$ cat config.mk
export PLATFORM = sky130hd
export DESIGN_NAME = uart_rx_fifo
export DESIGN_NICKNAME = d
export VERILOG_FILES = /design/src/rtl/uart_rx_fifo.sv
export SDC_FILE = /design/constraint.sdc
export NUM_CORES = 1
export LEC_CHECK = 0
export ABC_AREA = 0
export CORE_UTILIZATION = 30
export CTS_BUF_LIST = sky130_fd_sc_hd__clkbuf_16
export DETAILED_ROUTE_END_ITERATION = 10
export MAX_ROUTING_LAYER = met4
export SYNTH_ARGS = -nofsm -noshare
export SYNTH_HDL_FRONTEND = slang
export SYNTH_SLANG_ARGS = --single-unit
$ cat constraint.sdc
create_clock -name clk -period 4.35 [get_ports clk]
set_input_delay 1.305 -clock clk [delete_from_list [all_inputs] [get_ports clk]]
set_output_delay 1.305 -clock clk [all_outputs]
set_load 0.02 [all_outputs]
$ cat src/rtl/uart_rx_fifo.sv
// UART receiver with 16x oversampling, optional parity, one or two stop bits,
// feeding a first-word-fall-through FIFO with per-entry parity/framing flags.
module uart_rx_fifo #(
  parameter int CLK_HZ     = 100000000,
  parameter int DATA_W     = 8,
  parameter int FIFO_DEPTH = 4
) (
  input  logic                         clk,
  input  logic                         reset,
  input  logic [2:0]                   baud_select,
  input  logic                         Rx_EN,
  input  logic [1:0]                   parity_mode,
  input  logic                         stop2,
  input  logic                         RxD,
  input  logic                         Rx_READY,
  output logic [DATA_W-1:0]            Rx_DATA,
  output logic                         Rx_PERROR,
  output logic                         Rx_FERROR,
  output logic                         Rx_VALID,
  output logic                         Rx_OVERRUN,
  output logic [$clog2(FIFO_DEPTH):0]  fifo_count
);

  function automatic int div_of(input int baud);
    return (CLK_HZ + 8 * baud) / (16 * baud);
  endfunction

  localparam int DIV_MAX = div_of(300);
  localparam int CNT_W   = $clog2(DIV_MAX + 1);
  localparam int PTR_W   = $clog2(FIFO_DEPTH);
  localparam int BIT_W   = $clog2(DATA_W);
  localparam int ENT_W   = DATA_W + 2;

  typedef enum logic [2:0] {IDLE, START, DATA, PARITY, STOP1, STOP2} state_t;

  state_t             r_state, w_state_next;
  logic               r_rxd_s1, r_rxd_s2, r_rxd_d;
  logic [2:0]         r_baud_lat;
  logic [1:0]         r_par_lat;
  logic               r_stop2_lat;
  logic [CNT_W-1:0]   r_div_cnt, w_div_val;
  logic [3:0]         r_tick;
  logic [BIT_W-1:0]   r_bit;
  logic [DATA_W-1:0]  r_shift;
  logic               r_perr, r_ferr;
  logic               w_rxd, w_fall, w_tick, w_mid, w_end;
  logic               w_par_en, w_par_exp, w_frame_done, w_done_ferr;

  logic [ENT_W-1:0]   r_mem [FIFO_DEPTH];
  logic [PTR_W-1:0]   r_wr_ptr, r_rd_ptr;
  logic [PTR_W:0]     r_count;
  logic               r_overrun;
  logic               w_valid, w_full, w_pop, w_push;
  logic [ENT_W-1:0]   w_head;

  always_ff @(posedge clk or negedge reset) begin
    if (!reset) begin
      r_rxd_s1 <= 1'b1;
      r_rxd_s2 <= 1'b1;
      r_rxd_d  <= 1'b1;
    end else begin
      r_rxd_s1 <= RxD;
      r_rxd_s2 <= r_rxd_s1;
      r_rxd_d  <= r_rxd_s2;
    end
  end

  assign w_rxd  = r_rxd_s2;
  assign w_fall = r_rxd_d & ~r_rxd_s2;

  // Frame settings track the inputs only while idle, so a frame in flight is unaffected.
  always_ff @(posedge clk or negedge reset) begin
    if (!reset) begin
      r_baud_lat  <= '0;
      r_par_lat   <= '0;
      r_stop2_lat <= 1'b0;
    end else if (r_state == IDLE) begin
      r_baud_lat  <= baud_select;
      r_par_lat   <= parity_mode;
      r_stop2_lat <= stop2;
    end
  end

  always_comb begin
    w_div_val = CNT_W'(div_of(300));
    case (r_baud_lat)
      3'd0:    w_div_val = CNT_W'(div_of(300));
      3'd1:    w_div_val = CNT_W'(div_of(1200));
      3'd2:    w_div_val = CNT_W'(div_of(4800));
      3'd3:    w_div_val = CNT_W'(div_of(9600));
      3'd4:    w_div_val = CNT_W'(div_of(19200));
      3'd5:    w_div_val = CNT_W'(div_of(38400));
      3'd6:    w_div_val = CNT_W'(div_of(57600));
      default: w_div_val = CNT_W'(div_of(115200));
    endcase
  end

  // Divider is held at zero while idle so tick phase is aligned to the start edge.
  assign w_tick = (r_state != IDLE) && (r_div_cnt == w_div_val - CNT_W'(1));
  assign w_mid  = w_tick && (r_tick == 4'd7);
  assign w_end  = w_tick && (r_tick == 4'd15);

  always_ff @(posedge clk or negedge reset) begin
    if (!reset)                                    r_div_cnt <= '0;
    else if (r_state == IDLE || !Rx_EN || w_tick)  r_div_cnt <= '0;
    else                                           r_div_cnt <= r_div_cnt + CNT_W'(1);
  end

  assign w_par_en    = (r_par_lat == 2'b01) || (r_par_lat == 2'b10);
  assign w_par_exp   = r_par_lat[1] ? ~(^r_shift) : ^r_shift;
  assign w_done_ferr = r_ferr | ~w_rxd;

  always_ff @(posedge clk or negedge reset) begin
    if (!reset) begin
      r_tick  <= '0;
      r_bit   <= '0;
      r_shift <= '0;
      r_perr  <= 1'b0;
      r_ferr  <= 1'b0;
    end else if (r_state == IDLE || !Rx_EN) begin
      r_tick  <= '0;
      r_bit   <= '0;
      r_perr  <= 1'b0;
      r_ferr  <= 1'b0;
    end else begin
      if (w_tick)                   r_tick  <= r_tick + 4'd1;
      if (r_state == DATA && w_mid) r_shift <= {w_rxd, r_shift[DATA_W-1:1]};
      if (r_state == DATA && w_end) r_bit   <= r_bit + BIT_W'(1);
      if (r_state == PARITY && w_mid) r_perr <= w_rxd ^ w_par_exp;
      if (r_state == STOP1 && w_mid && !w_rxd) r_ferr <= 1'b1;
    end
  end

  always_ff @(posedge clk or negedge reset) begin
    if (!reset) r_state <= IDLE;
    else        r_state <= w_state_next;
  end

  always_comb begin
    w_state_next = r_state;
    w_frame_done = 1'b0;
    case (r_state)
      IDLE:   if (Rx_EN && w_fall) w_state_next = START;
      START: begin
        if (w_mid && w_rxd) w_state_next = IDLE;
        else if (w_end)     w_state_next = DATA;
      end
      DATA:   if (w_end && r_bit == BIT_W'(DATA_W - 1))
                w_state_next = w_par_en ? PARITY : STOP1;
      PARITY: if (w_end) w_state_next = STOP1;
      STOP1: begin
        if (w_mid && !r_stop2_lat) begin
          w_frame_done = 1'b1;
          w_state_next = IDLE;
        end else if (w_end) begin
          w_state_next = STOP2;
        end
      end
      STOP2: begin
        if (w_mid) begin
          w_frame_done = 1'b1;
          w_state_next = IDLE;
        end
      end
      default: w_state_next = IDLE;
    endcase
    if (!Rx_EN) begin
      w_state_next = IDLE;
      w_frame_done = 1'b0;
    end
  end

  assign w_valid = (r_count != '0);
  assign w_full  = (r_count == (PTR_W+1)'(FIFO_DEPTH));
  assign w_pop   = Rx_READY & w_valid;
  // A pop in the same cycle frees the slot, so a full FIFO still accepts the frame.
  assign w_push  = w_frame_done & (~w_full | w_pop);

  always_ff @(posedge clk) begin
    if (w_push) r_mem[r_wr_ptr] <= {r_shift, r_perr, w_done_ferr};
  end

  always_ff @(posedge clk or negedge reset) begin
    if (!reset) begin
      r_wr_ptr  <= '0;
      r_rd_ptr  <= '0;
      r_count   <= '0;
      r_overrun <= 1'b0;
    end else begin
      if (w_push) r_wr_ptr <= r_wr_ptr + PTR_W'(1);
      if (w_pop)  r_rd_ptr <= r_rd_ptr + PTR_W'(1);
      case ({w_push, w_pop})
        2'b10:   r_count <= r_count + (PTR_W+1)'(1);
        2'b01:   r_count <= r_count - (PTR_W+1)'(1);
        default: r_count <= r_count;
      endcase
      if (!Rx_EN)                                r_overrun <= 1'b0;
      else if (w_frame_done && w_full && !w_pop) r_overrun <= 1'b1;
    end
  end

  assign w_head     = r_mem[r_rd_ptr];
  assign Rx_VALID   = w_valid;
  assign Rx_DATA    = w_valid ? w_head[ENT_W-1:2] : '0;
  assign Rx_PERROR  = w_valid & w_head[1];
  assign Rx_FERROR  = w_valid & w_head[0];
  assign Rx_OVERRUN = r_overrun;
  assign fifo_count = r_count;

endmodule

==> impl_metrics.json <==
{
  "synth-seq-cells": 92,
  "powerDensity_nw_per_um2": 495,
  "p_leak_uw": 0.00232,
  "die_area_um2": 17100,
  "worst_setup_path_start_kind": "flop",
  "num_vias": 3367,
  "final_cell_count_no_fill": 689,
  "netlist_area_um2": 4970,
  "synth_top_family_by_area": "simple AND/OR/NAND/NOR gates",
  "end_kind": "output pin",
  "dr_wl_met3_um": 401,
  "htreeDepth": 3,
  "yosys.area_share.simple_pct": 19.9,
  "diodes": 0,
  "dp.cells": 673,
  "clk_latency_ns": 0.35,
  "hp-class": "reg2reg",
  "critPathMaxFanout": 11,
  "grt_overflow": 0,
  "whs_path_depth": 0,
  "worstSetupPathType": "reg2out",
  "synth_mux_area_share_pct": 8.01,
  "fill_cells": 1604,
  "drt_wl_total_mm": 10.1,
  "clk_pin_slew_ns": 0.06,
  "drt-met1-wl_mm": 4.82,
  "drt-initial-drc-count": 224,
  "fmax_mhz": 269,
  "cts_sinks": 92,
  "gp_congestion": 0.799,
  "yosysSeqAreaShare_pct": 50.5,
  "clockBufferDepth": 2,
  "core_um2": 16000,
  "min_period_ns": 3.72,
  "syn_area_per_cell_um2": 11.1,
  "p_total_uw": 2840,
  "rsz0062_at_grt": "no",
  "slowest_stage": "dfrtp_1",
  "cpPeakStageDelay_ns": 0.77,
  "start_util_pct": 31.0,
  "drc": 0,
  "rows": 46,
  "multiInputGateArea_um2": 2310,
  "utilization_pct": 35.9,
  "port_buffers": 25,
  "fin_tns_setup_ns": 0,
  "netlist_instances": 446,
  "drive_gt1_share_pct": 13.3,
  "cp.required_ns": 3.04,
  "ant_nets": 0,
  "finalHoldViolations": 0,
  "numCtsBuffers": 9,
  "highest_layer": "met4",
  "synth_compound_area_share_pct": 7.66,
  "r2r_cells": 15,
  "arrival_ns": 2.42,
  "cap_viol_max_count": 0,
  "antenna_found_initial": 0,
  "postCtsHoldBufs": 0,
  "track_usage_pct": 13.5,
  "viasPerCell": 4.89,
  "hp-start": "r_rxd_s1$_DFF_PN1_",
  "worstMarginPinSlew_ns": 0.670,
  "avgRoutedWirePerCell_um": 14.7,
  "dp_hpwl_mm": 7.06,
  "cts-root-buf": "clkbuf_16",
  "r2r_slack_ns": 0.80,
  "synth_fp_nets": 472,
  "cts_tree": "yes",
  "path_buf_inv": 1,
  "finClkSkew_ns": 0.00634,
  "r2r-start": "r_baud_lat[1]$_DFFE_PN0N_",
  "slew_headroom_pct": 55.3,
  "setup_viol": 0,
  "seqCellArea_um2": 2510,
  "synth_edf_count": 40,
  "stdcell_area_um2": 5740,
  "first_pass_iters": 4,
  "grt_max_degree": 32,
  "cts_resized": 0,
  "grt_pass1_vias": 3382,
  "yosys_warnings": 0,
  "cts_setup_buffers": 0,
  "ys_types": 70,
  "period_share_pct": 85.5,
  "syn_to_final_growth_pct": 15.5,
  "max-vdd-ir-drop_mv": 0.242,
  "pin_count": 26,
  "chipHeight_um": 131,
  "grt_pass1_wl_mm": 17.1,
  "placed_area_um2": 5440,
  "slew_violations": 0,
  "final_nets": 494,
  "synth-main-ff-cell": "dfrtp_1",
  "synth_xor_area_share_pct": 6.70,
  "synth_fa_ha_area_share_pct": 4.13,
  "die_x_um": 131,
  "status": "complete, no violations",
  "crit_family": "flip-flops",
  "hold_path_end": "r_rxd_s2$_DFF_PN1_",
  "route.met2.wl_mm": 4.73,
  "rr_endpoint": "fifo_count[1]$_DFFE_PN0P_",
  "path_cells": "mux4_2, and2_1, clkdlybuf4s50_1",
  "synthArstFlopShare_pct": 56.5
}
## state kept, by name, indices dropped and copies added, names as in the netlist
signal	cells
r_div_cnt	15
r_ferr	1
r_wr_ptr	2
fifo_count	3
r_perr	1
r_mem	40
r_baud_lat	3
r_shift	8
r_rd_ptr	2
r_par_lat	2
r_rxd_s2	1
r_state	3
r_stop2_lat	1
r_tick	4
r_rxd_s1	1
r_rxd_d	1
Rx_OVERRUN	1
r_bit	3
## cells by family (layout without fill, tap and decap cells)
kind of cell,after synthesis,after routing
xor gates and xnor gates,38,38
DFF,92,92
adders and majority gates,16,16
muxes,26,26
and+or+nand+nor,180,180
AOI/OAI and AO/OA,60,60
buffers and inverters,34,61
## where the power goes
| part | leakage, uW | total, uW | internal [uW] | switching (uW) |
|---|---|---|---|---|
| clock | 0.000153 | 786 | 432 | 354 |
| combinational | 0.00102 | 1020 | 419 | 598 |
| sequential | 0.00115 | 1030 | 951 | 82.9 |
## final cells by class
| type | instances | share of cell area (%) |
|---|---|---|
| inverters | 11 | 0.720 |
| well taps | 216 | 4.71 |
| multi-input cells | 320 | 40.2 |
| clock inverters | 6 | 0.872 |
| repair buffers | 34 | 5.45 |
| clock buffers | 10 | 4.36 |
| flip-flops and latches | 92 | 43.7 |
## cells in the mapped netlist, types with 3 or more instances
master / instances / share of area (%)
ha_1: 14 / 3.5
nand4_1: 4 / 0.50
dfrtp_1: 49 / 25
xnor2_1: 23 / 4.1
mux2i_1: 6 / 1.2
nor3_1: 8 / 0.81
clkbuf_1: 10 / 0.76
inv_1: 10 / 0.76
nand2_1: 34 / 2.6
nor4_1: 3 / 0.38
or3_1: 6 / 0.76
nor2_1: 41 / 3.1
xor2_1: 15 / 2.6
or3b_2: 3 / 0.53
and2_1: 13 / 1.6
dfstp_2: 3 / 1.6
mux2_2: 10 / 2.3
and3_1: 11 / 1.4
nor3b_1: 3 / 0.45
nand2b_1: 4 / 0.50
nor2b_1: 9 / 1.1
mux4_2: 10 / 4.5
nand3_1: 15 / 1.5
edfxtp_1: 40 / 24
o21ai_0: 23 / 2.3
a31oi_1: 4 / 0.50
a21oi_1: 10 / 1.0
buf_2: 8 / 0.81
nor4b_1: 4 / 0.71
nand3b_1: 6 / 0.91
## worst reg2reg max path, stage by stage, from the launching register on
cell	delay (ns)
dfrtp_1	0.35
buf_4	0.25
xor2_1	0.35
xnor2_1	0.17
ha_1	0.26
xnor2_1	0.13
nor4_1	0.24
nand3_1	0.19
nor2_1	0.15
nand4_1	0.14
nor2_1	0.17
nor2_1	0.07
fa_1	0.47
or3_1	0.35
nand3_1	0.09
nor2b_1	0.05
## how the worst max path moves through the flow
| stage | start | cells past startpoint | slack (ns) | end |
|---|---|---|---|---|
| finish | r_rd_ptr[0]$_DFFE_PN0P_ | 3 | 0.63 | Rx_DATA[7] |
| global route | Rx_EN | 8 | 0.44 | fifo_count[1]$_DFFE_PN0P_ |
| CTS | r_rd_ptr[0]$_DFFE_PN0P_ | 3 | 0.54 | Rx_DATA[6] |
| detailed placement | Rx_EN | 8 | 0.25 | fifo_count[1]$_DFFE_PN0P_ |
| global placement | Rx_EN | 8 | 0.32 | fifo_count[1]$_DFFE_PN0P_ |
| floorplan | r_baud_lat[1]$_DFFE_PN0N_ | 16 | 0.58 | fifo_count[1]$_DFFE_PN0P_ |
## layout by cell type, fill, tap and decap left out, types with 3 or more instances in the layout
master,synthesis,layout
or3_1,6,6
nor4_1,3,3
nand3b_1,6,6
o21ai_0,23,23
buf_4,1,9
a21oi_1,10,10
clkdlybuf4s50_1,0,24
xnor2_1,23,23
nand2b_1,4,4
ha_1,14,14
xor2_1,15,15
mux4_2,10,10
a31oi_1,4,4
inv_6,0,4
dfrtp_1,49,49
nor2_1,41,41
mux2_2,10,10
inv_1,10,11
nor3_1,8,8
and2_1,13,13
clkbuf_16,0,10
edfxtp_1,40,40
nor4b_1,4,4
nor3b_1,3,3
nand4_1,4,4
or3b_2,3,3
nand2_1,34,34
and3_1,11,11
nand3_1,15,15
dfstp_2,3,3
nor2b_1,9,9
mux2i_1,6,6
## metal layers
metal | global-route usage, % | vias to the layer above
met4 | 5.41 | 0
met3 | 3.26 | 12
met2 | 20.9 | 72
met1 | 17.0 | 1635
met5 | - | -
li1 | - | 1648
## stage by stage
step                hold WS [ns]  setup WS (ns)
floorplan                  0.345          0.578
global placement           0.350          0.321
detailed placement         0.349          0.253
CTS                        0.359          0.539
global route               0.368          0.444
finish                     0.357          0.629
Power figures use the tool's default switching activity.
